**config.mk**
```make
export PLATFORM = sky130hd
export DESIGN_NAME = vic_intr_cond
export DESIGN_NICKNAME = d
export VERILOG_FILES = /design/src/rtl/vic_intr_cond.sv
export SDC_FILE = /design/constraint.sdc
export NUM_CORES = 1
export LEC_CHECK = 0
export ABC_AREA = 1
export CAP_MARGIN = 20
export CORE_UTILIZATION = 40
export DETAILED_ROUTE_END_ITERATION = 12
export PLACE_DENSITY = 0.62
export SYNTH_ARGS = -nofsm -noshare
export SYNTH_HDL_FRONTEND = slang
export SYNTH_SLANG_ARGS = --single-unit
```
**constraint.sdc**
```tcl
create_clock -name clk -period 2.7 [get_ports clk]
set_clock_uncertainty 0.1 [all_clocks]
set_input_delay 0.675 -clock clk [delete_from_list [all_inputs] [get_ports clk]]
set_output_delay 0.675 -clock clk [all_outputs]
set_load 0.02 [all_outputs]
```
**src/rtl/vic_intr_cond.sv**
```systemverilog
// vic_intr_cond: interrupt source conditioner feeding the VIC.
// Each source is synchronised, polarity-adjusted, and then passed through as a
// level or latched as an edge into a software-clearable pending bit. A small
// register window on the peripheral bus provides configuration and status.
module vic_intr_cond #(
  parameter int unsigned NUM_SRC     = 32,
  parameter int unsigned SYNC_STAGES = 2,
  parameter logic [31:0] BASE_ADDR   = 32'hFFFFE000
) (
  input  logic               clk,
  input  logic               rst,
  input  logic [NUM_SRC-1:0] src_intr,
  input  logic [31:0]        bus_addr,
  input  logic               bus_wr,
  input  logic               bus_en,
  input  logic [31:0]        bus_data_i,
  output logic [31:0]        bus_data_o,
  input  logic               is_priviledge,
  output logic [31:0]        vic_intr
);

  // Bits at or above NUM_SRC are tied off everywhere through this mask.
  localparam logic [63:0] MASK64   = (64'd1 << NUM_SRC) - 64'd1;
  localparam logic [31:0] SRC_MASK = MASK64[31:0];

  // Register word indices within the window.
  localparam logic [2:0] IDX_EDGE_SEL = 3'd0;
  localparam logic [2:0] IDX_POLARITY = 3'd1;
  localparam logic [2:0] IDX_PENDING  = 3'd2;
  localparam logic [2:0] IDX_PEND_CLR = 3'd3;
  localparam logic [2:0] IDX_RAW_SYNC = 3'd4;
  localparam logic [2:0] IDX_PROTECT  = 3'd5;

  // State
  logic [31:0] sync_q [SYNC_STAGES];
  logic [31:0] sd_q;
  logic [31:0] edge_sel_q, edge_sel_d;
  logic [31:0] polarity_q, polarity_d;
  logic [31:0] pending_q,  pending_d;
  logic        protect_q,  protect_d;
  logic [31:0] vic_q,      vic_d;
  logic [31:0] rdata_q,    rdata_d;

  // Combinational helpers
  logic [31:0] src_ext;
  logic [31:0] s;
  logic [31:0] a;
  logic [31:0] ad;
  logic [31:0] edge_ev;
  logic [31:0] clr_mask;
  logic [31:0] offset;
  logic [2:0]  idx;
  logic        hit;
  logic        wr_ok;
  logic        rd_ok;

  assign bus_data_o = rdata_q;
  assign vic_intr   = vic_q;

  // Zero-extend the raw source lines to the 32-bit internal datapath.
  always_comb begin
    src_ext              = '0;
    src_ext[NUM_SRC-1:0] = src_intr;
  end

  assign s = sync_q[SYNC_STAGES-1];

  // Address decode: word-aligned accesses inside the 32-byte window only.
  always_comb begin
    offset = bus_addr - BASE_ADDR;
    hit    = (offset[31:5] == '0) && (offset[1:0] == 2'b00);
    idx    = offset[4:2];
    wr_ok  = bus_en && bus_wr && hit && (!protect_q || is_priviledge);
    rd_ok  = bus_en && !bus_wr;
  end

  // Configuration next-state, edge detection, pending and output request logic.
  always_comb begin
    edge_sel_d = edge_sel_q;
    polarity_d = polarity_q;
    protect_d  = protect_q;
    clr_mask   = '0;

    if (wr_ok) begin
      unique case (idx)
        IDX_EDGE_SEL: edge_sel_d = bus_data_i & SRC_MASK;
        IDX_POLARITY: polarity_d = bus_data_i & SRC_MASK;
        IDX_PEND_CLR: clr_mask   = bus_data_i & SRC_MASK;
        IDX_PROTECT:  protect_d  = bus_data_i[0];
        default:      ;
      endcase
    end

    // Both a and ad use the incoming polarity, which is equivalent to flipping
    // sd for the changed bits: a polarity write alone never looks like an edge.
    a  = (s    ^ polarity_d) & SRC_MASK;
    ad = (sd_q ^ polarity_d) & SRC_MASK;

    edge_ev = a & ~ad & edge_sel_q;

    // Set wins over a same-cycle clear; a mode change then overrides both.
    pending_d = (pending_q & ~clr_mask) | edge_ev;
    pending_d = pending_d & ~(edge_sel_d ^ edge_sel_q) & SRC_MASK;

    vic_d = ((edge_sel_q & pending_d) | (~edge_sel_q & a)) & SRC_MASK;
  end

  // Read data mux; the registered copy only moves on a read strobe.
  always_comb begin
    rdata_d = rdata_q;
    if (rd_ok) begin
      rdata_d = '0;
      if (hit) begin
        unique case (idx)
          IDX_EDGE_SEL: rdata_d = edge_sel_q;
          IDX_POLARITY: rdata_d = polarity_q;
          IDX_PENDING:  rdata_d = pending_q;
          IDX_RAW_SYNC: rdata_d = s & SRC_MASK;
          IDX_PROTECT:  rdata_d = {31'd0, protect_q};
          default:      rdata_d = '0;
        endcase
      end
    end
  end

  // Synchroniser chain and the one-cycle delayed copy of its last stage.
  always_ff @(posedge clk) begin
    if (rst) begin
      for (int unsigned k = 0; k < SYNC_STAGES; k++) begin
        sync_q[k] <= '0;
      end
      sd_q <= '0;
    end else begin
      sync_q[0] <= src_ext & SRC_MASK;
      for (int unsigned k = 1; k < SYNC_STAGES; k++) begin
        sync_q[k] <= sync_q[k-1];
      end
      sd_q <= s;
    end
  end

  // Configuration, pending, output request and read data registers.
  always_ff @(posedge clk) begin
    if (rst) begin
      edge_sel_q <= '0;
      polarity_q <= '0;
      pending_q  <= '0;
      protect_q  <= 1'b0;
      vic_q      <= '0;
      rdata_q    <= '0;
    end else begin
      edge_sel_q <= edge_sel_d;
      polarity_q <= polarity_d;
      pending_q  <= pending_d;
      protect_q  <= protect_d;
      vic_q      <= vic_d;
      rdata_q    <= rdata_d;
    end
  end

endmodule

```
==> results of run 1 <==
==> through the flow <==
step	cell area [um2]	utilization	hold WS, ns	TNS, ns	power, uW
after floorplan	12100	-	0.288	0	4260
after global placement	15100	0.509	0.290	-95.30	4660
after detailed placement	15100	0.509	0.292	-103.59	4660
after CTS	16300	0.549	0.300	-0.138	8600
after global routing	16700	0.561	0.318	-0.390	8850
final	16700	0.561	0.299	0	8520
==> state kept, by name, summed over array words and instances, names as in the netlist <==
register and count:
sync_q 64, pending_q 32, vic_intr 32, edge_sel_q 32, polarity_q 32, sd_q 32
protect_q 1, bus_data_o 32
==> layout make-up <==
class                   count  area, um2
multi-input cells        1201       5670
repair buffers            316       3240
well taps                 390        488
clock inverters            11        135
clock buffers              40        817
fillers                  2797      13000
inverters                 316       1190
flip-flops and latches    257       5140
==> how the worst max path moves through the flow <==
stage / startpoint / to / depth (start not counted) / slack, ns
after detailed placement: bus_addr[14] / pending_q[9] / 17 / -0.84
after global routing: bus_addr[14] / pending_q[7] / 19 / -0.03
after floorplan: bus_addr[14] / vic_intr[23] / 16 / 0.005
final: bus_addr[27] / pending_q[20] / 17 / 0.11
after CTS: bus_addr[10] / pending_q[15] / 18 / -0.03
after global placement: bus_addr[14] / pending_q[24] / 18 / -0.79
==> layout by cell type, fill, tap and decap left out, types with 8 or more instances in the layout <==
| cell type | count |
|---|---|
| nand2_1 | 477 |
| inv_1 | 303 |
| dfxtp_1 | 257 |
| nor2_1 | 176 |
| nand3_1 | 167 |
| clkdlybuf4s50_1 | 135 |
| buf_4 | 110 |
| o21ai_0 | 100 |
| a21oi_1 | 92 |
| nand2_2 | 38 |
| nand4_1 | 37 |
| clkbuf_16 | 35 |
| o2111ai_1 | 31 |
| o21ai_1 | 25 |
| buf_12 | 23 |
| clkbuf_2 | 14 |
| inv_2 | 12 |
| dlymetal6s2s_1 | 12 |
| o21ai_2 | 10 |
| nor2_4 | 10 |
| nor2_2 | 8 |
==> report_power, final <==
group / total [uW] / switching [uW] / internal (uW)
sequential: 3900 / 36.7 / 3860
combinational: 691 / 389 / 302
clock: 3930 / 1550 / 2380
total: 8520 / 1970 / 6550
==> cell families (layout without fill, tap and decap cells) <==
kind of cell | count (synthesis) | in the layout | share of synthesized area
and+or+nand+nor | 933 | 933 | 0.323
buffers and inverters | 402 | 683 | 0.130
AOI/OAI and AO/OA | 267 | 267 | 0.121
DFF | 257 | 257 | 0.426
xor gates and xnor gates | 1 | 1 | 0.000725
==> per-layer routing <==
metal,up-vias,share of wire,track usage
li1,6364,-,-
met1,5623,0.45,0.293
met2,307,0.47,0.384
met3,65,0.049,0.0266
met4,0,0.027,0.0667
met5,-,0,0
==> worst max-delay path: cells and delay by family <==
family / cells / cell delay (ns)
simple gates: 10 / 1.13
compound gates: 2 / 0.30
buf+inv: 5 / 0.78
==> cell usage after synthesis <==
cell type | n | area share
a211oi_1 | 1 | 0.00062
a21oi_1 | 98 | 0.041
buf_2 | 18 | 0.0075
buf_4 | 2 | 0.0012
buf_6 | 4 | 0.0037
clkbuf_1 | 62 | 0.019
clkinv_1 | 1 | 0.00031
dfxtp_1 | 257 | 0.43
inv_1 | 305 | 0.095
inv_2 | 10 | 0.0031
nand2_1 | 513 | 0.16
nand2_2 | 9 | 0.0047
nand3_1 | 172 | 0.071
nand3_2 | 1 | 0.00083
nand3b_1 | 1 | 0.00062
nand4_1 | 37 | 0.019
nor2_1 | 186 | 0.058
nor2_2 | 4 | 0.0021
nor2_4 | 4 | 0.0037
nor3_1 | 4 | 0.0017
nor3_4 | 1 | 0.0013
nor4_1 | 1 | 0.00052
o2111ai_1 | 31 | 0.022
o211a_1 | 1 | 0.00083
o21ai_0 | 113 | 0.047
o21ai_1 | 22 | 0.0091
o311ai_0 | 1 | 0.00072
xnor2_1 | 1 | 0.00072
==> timing repair <==
action                                  CTS  global route
gates resized for setup                  48           117
endpoints found under the setup margin  118           118
gates cloned                              2             6
buffers inserted                         13             3
pin swaps                                22            58
==> metrics.md, run 1 <==
| Metric | Value |
|---|---|
| HP Class | register to register |
| Rel. slew slack | 0.410 |
| DR vias/cell | 4.88 |
| Total core area | 29700 um2 |
| Required time of the critical path | 3.01 ns |
| Syn Std Cell Area | 12100 um2 |
| Final Hold Vio Count | 0 |
| Die area | 30900 um2 |
| First-pass DRT Iterations | 7 |
| Final period utilization | 0.961 |
| Number of inserted diodes | 0 |
| Crit-path max cell delay | 0.25 ns |
| TritonCTS Buffers | 28 |
| FF-to-FF End | pending_q[20] |
| Leakage power | 0.00743 uW |
| Library cells used by synthesis | 28 |
| Synth Instances | 1860 |
| CP cell instances | dlygate4sd2_1, nand2_1, nor2_2, nand4_1, o21ai_2, nand3_2, nor2_4, nand3_4, nor3_4, buf_6, buf_12, buf_12, nand2_2, o21ai_2, inv_1, nand2_1, nor2_1 |
| Worst reg2reg path depth | 12 |
| Synthesis Warnings | 0 |
| Share of cells above drive strength 1 | 0.147 |
| Hold Path Origin | sync_q[0][19] |
| Startpoint types | primary input |
| #FFs+latches synth | 257 |
| GRT Residual Overflow | 0 |
| Flop-to-flop setup slack | 0.66 ns |
| Starting Density | 0.407 |
| GRT Total Usage | 0.224 |
| CTS clk-pin slew, worst paths | 0.07 ns |
| Syn_nets | 1961 |
| Gpl congestion | 0.852 |
| Initial antenna violation count | 0 |
| CTS Hold Bufs | 0 |
| CP max-delay cell | dlygate4sd2_1 |
| Initial detailed-routing violation count | 884 |
| Vias in the first global route | 11414 |
| Final nets | 2221 |
| FMAX | 386 MHz |
| Final ANT Viol Nets | 0 |
| Max-Cap Viols | 0 |
| Power per Cell Area | 511 nW/um2 |
| Placed cell count | 2457 |
| Root buf cell | clkbuf_16 |
| CP Data Arrival Time | 2.90 ns |
| DP Wirelength | 23200 um |
| Via count | 12359 |
| Max FO, Critical Path | 7 |
| Clock H-tree levels | 1 |
| Mean Syn Cell Area | 6.50 um2 |
| Chip Width | 176 um |
| CP Capture Type | register |
| Global-route wire length before repair | 56400 um |
| Worst vdd ir | 0.410 mV |
| Pre-CTS setup slack | -0.840 ns |
| Worst slew pin tran | 0.886 ns |
| Minimum clock period | 2.59 ns |
| Hold Path Sink | sync_q[0][51] |
| Num rows | 63 |
| DR DRC count | 0 |
| Fin. max-slew vios | 0 |
| Top-Level Pins | 165 |
| Clock latency at the later pin of the worst-skew pair | 0.54 ns |
| Hold Path Stages | 2 |
| Register area share after synthesis | 0.426 |
| Clk buf depth | 3 |
| R2r startpoint | protect_q |
| Final setup vio count | 0 |
| Final Instance Count excl. Fillers | 2531 |
| TritonCTS clock tree | yes |
| Final WL | 35800 um |
| Area Growth Syn to Fin | 38.0% |
| WS Path Type | primary input to register |
| Setup WS post-layout | 0.107 ns |
| Pin count of the biggest net entering global routing | 183 |
| Clk sink count | 257 |
| Chip height | 176 um |
| Port Buf Inserts | 164 |
| Status | finished clean |
| Avg WL per Cell | 14.1 um |
(Power assumes the default switching activity.)
==> run 2: changes to the inputs <==
Settings changed: PLACE_DENSITY 0.62 to 0.59.
Clock period 2.7 ns to 2.71 ns, I/O delays scaled along.
==> metrics.md, run 2 (same netlist as run 1, synthesis figures left out) <==
| Metric | Value |
|---|---|
| Avg WL per Cell | 14.2 um (+0.14%) |
| HP Class | register to register |
| Hold Path Stages | 2 (unchanged) |
| Commonest non-fill, non-tap cell in the layout | nand2_1 |
| Final setup vio count | 0 (unchanged) |
| CTS clk-pin slew, worst paths | 0.06 ns (about the same) |
| Post-DP Area | 15100 um2 (-0.30%) |
| Sw Share | 0.226 (-0.00583) |
| Global-route wire length before repair | 58700 um (+4.2%) |
| Minimum clock period | 2.58 ns |
| Final Instance Count excl. Fillers | 2517 (-0.55%) |
| DR DRC count | 0 (unchanged) |
| Final Hold Vio Count | 0 (unchanged) |
| Worst vdd ir | 0.547 mV (+33%) |
| FMAX | 388 MHz |
| Chip Width | 176 um (unchanged) |
| Max FO, Critical Path | 9 (+2) |
| Top-Level Pins | 165 (unchanged) |
| Clock power frac | 0.477 (+0.016) |
| Status | finished clean |
| Initial antenna violation count | 0 (unchanged) |
| Port Buf Inserts | 164 (unchanged) |
| Setup WS post-layout | 0.134 ns (+0.0279 ns) |
| Final WL | 35700 um (-0.41%) |
| Fill cells | 2866 (+2.5%) |
| Leakage power | 0.00729 uW (-1.8%) |
| Hold slack | 0.300 ns (+0.00102 ns) |
| TritonCTS Buffers | 29 (+3.6%) |
| Die area | 30900 um2 (unchanged) |
| Fin. max-slew vios | 0 (unchanged) |
| Pin count of the biggest net entering global routing | 117 (-36%) |
| Pint | 6780 uW (+3.6%) |
| Placed cell count | 2451 (-0.24%) |
| Via count | 12342 (-0.14%) |
| Worst slew pin tran | 0.573 ns (-0.312 ns) |
| Required time of the critical path | 3.04 ns (+0.03 ns) |
| Total core area | 29700 um2 (unchanged) |
| Number of inserted diodes | 0 (unchanged) |
| Clk buf depth | 3 (unchanged) |
| Area Growth Syn to Fin | 36.2% |
| Comb pwr share | 0.080 (about the same) |
| TritonCTS clock tree | yes |
| GRT Residual Overflow | 0 (unchanged) |
| Vias in the first global route | 11744 (+2.9%) |
| Pre-CTS setup slack | -0.912 ns (-0.0719 ns) |
| Starting Density | 0.407 (unchanged) |
| Power per Cell Area | 532 nW/um2 (+4.2%) |
| Max-Cap Viols | 0 (unchanged) |
| WS Path Type | primary input to register |
| Final ANT Viol Nets | 0 (unchanged) |
| Largest register FFs | 64 (unchanged) |
| RSZ-0062 raised after global routing | yes |
| GRT Total Usage | 0.232 (+0.00853) |
| Startpoint types | primary input |
| Clock H-tree levels | 1 (unchanged) |
| Clk sink count | 257 (unchanged) |
| Rel. slew slack | 0.618 (+0.208) |
| Chip height | 176 um (unchanged) |
| Share of cells above drive strength 1 | 0.136 (-0.0108) |
| Share of power burned in registers | 0.443 (-0.015) |
| Final instance area | 16500 um2 (-1.3%) |
| Final period utilization | 0.950 |
| Final Power | 8760 uW (+2.8%) |
| DP Wirelength | 23600 um (+1.7%) |
| First-pass DRT Iterations | 5 (-2) |
| Most flop-heavy register | sync_q |
| Clock latency at the later pin of the worst-skew pair | 0.55 ns (about the same) |
| Initial detailed-routing violation count | 906 (+2.5%) |
| CP Data Arrival Time | 2.91 ns (about the same) |
| CP Capture Type | register |
| Switching Power | 1980 uW (+0.25%) |
| Root buf cell | clkbuf_16 |
| Gpl congestion | 0.840 (-1.4%) |
| Worst reg2reg path depth | 12 (unchanged) |
| Most frequent cells in the layout | nand2_1 (490), inv_1 (302), dfxtp_1 (257), nor2_1 (176), nand3_1 (163) |
| DR vias/cell | 4.90 (+0.42%) |
| Num rows | 63 (unchanged) |
| Final nets | 2206 (-0.68%) |
[run 2: cell types whose count changed in the layout (fill, tap and decap cells not counted), moves of 4 or more]
cell       previous run  this run
o21ai_0             100       105
buf_8                 5         0
nand2_2              38        29
nand3_1             167       163
nand2_4               7         3
clkbuf_16            35        29
nand2_1             477       490
[run 2: worst max-delay path, cell delays in order]
cell and delay [ns]:
clkdlybuf4s50_1 0.40, inv_1 0.05, nand2_1 0.04, nor2_1 0.12, nand3_2 0.12, nor2_4 0.17, nand3_4 0.10, nor2_4 0.14
nand3_4 0.11, nor3_4 0.15, buf_6 0.14, buf_12 0.14, buf_12 0.13, nand2_1 0.07, o21ai_1 0.15, inv_2 0.05
nand2_2 0.07, a21oi_1 0.07
[run 2: power by group through the flow]
stage | registers (uW) | logic [uW] | clock network (uW)
final | 3880 | 697 | 4180
after global routing | 3890 | 764 | 4430
after CTS | 3880 | 693 | 4270
after detailed placement | 3970 | 687 | 0
after global placement | 3970 | 682 | 0
after floorplan | 3970 | 273 | 0
[run 2: per-layer routing]
| layer | routed length, um | vias up | global-route usage |
|---|---|---|---|
| met5 | 0 | - | 0 |
| met4 | 941 | 0 | 0.0645 |
| met3 | 1970 | 75 | 0.0299 |
| met2 | 16500 | 350 | 0.400 |
| met1 | 16200 | 5592 | 0.303 |
| li1 | - | 6325 | - |
[run 2: final cells by class]
cell class,count,area [um2],share of cell area
timing repair buffer,300,2960,0.180
inverter,316,1190,0.0721
clock inverter,10,181,0.0110
multi-input combinational,1201,5650,0.343
tap,390,488,0.0296
clock buffer,43,848,0.0515
sequential,257,5140,0.313
[run 2: metrics by stage]
step	setup TNS (ns)	util
6_report	0	0.554
5_1_grt	-3.28	0.554
4_1_cts	0	0.550
3_5_place_dp	-104.65	0.507
3_3_place_gp	-93.71	0.507
2_1_floorplan	0	-
[run 2: final timing paths]
check	from	endpoint	slack, ns
worst max register to register	protect_q	vic_intr[25]	0.72
worst max-delay path	bus_addr[1]	vic_intr[25]	0.13
worst min register to register	sync_q[0][19]	sync_q[0][51]	0.30
worst min-delay path	sync_q[0][19]	sync_q[0][51]	0.30
[run 2: what timing repair did]
item                       4_1_cts  5_1_grt
cloned                           2        0
resized for setup               40       93
setup buffers                   13        1
setup endpoints to repair      127       91
hold buffers                     0        0
pin swaps                       21       44
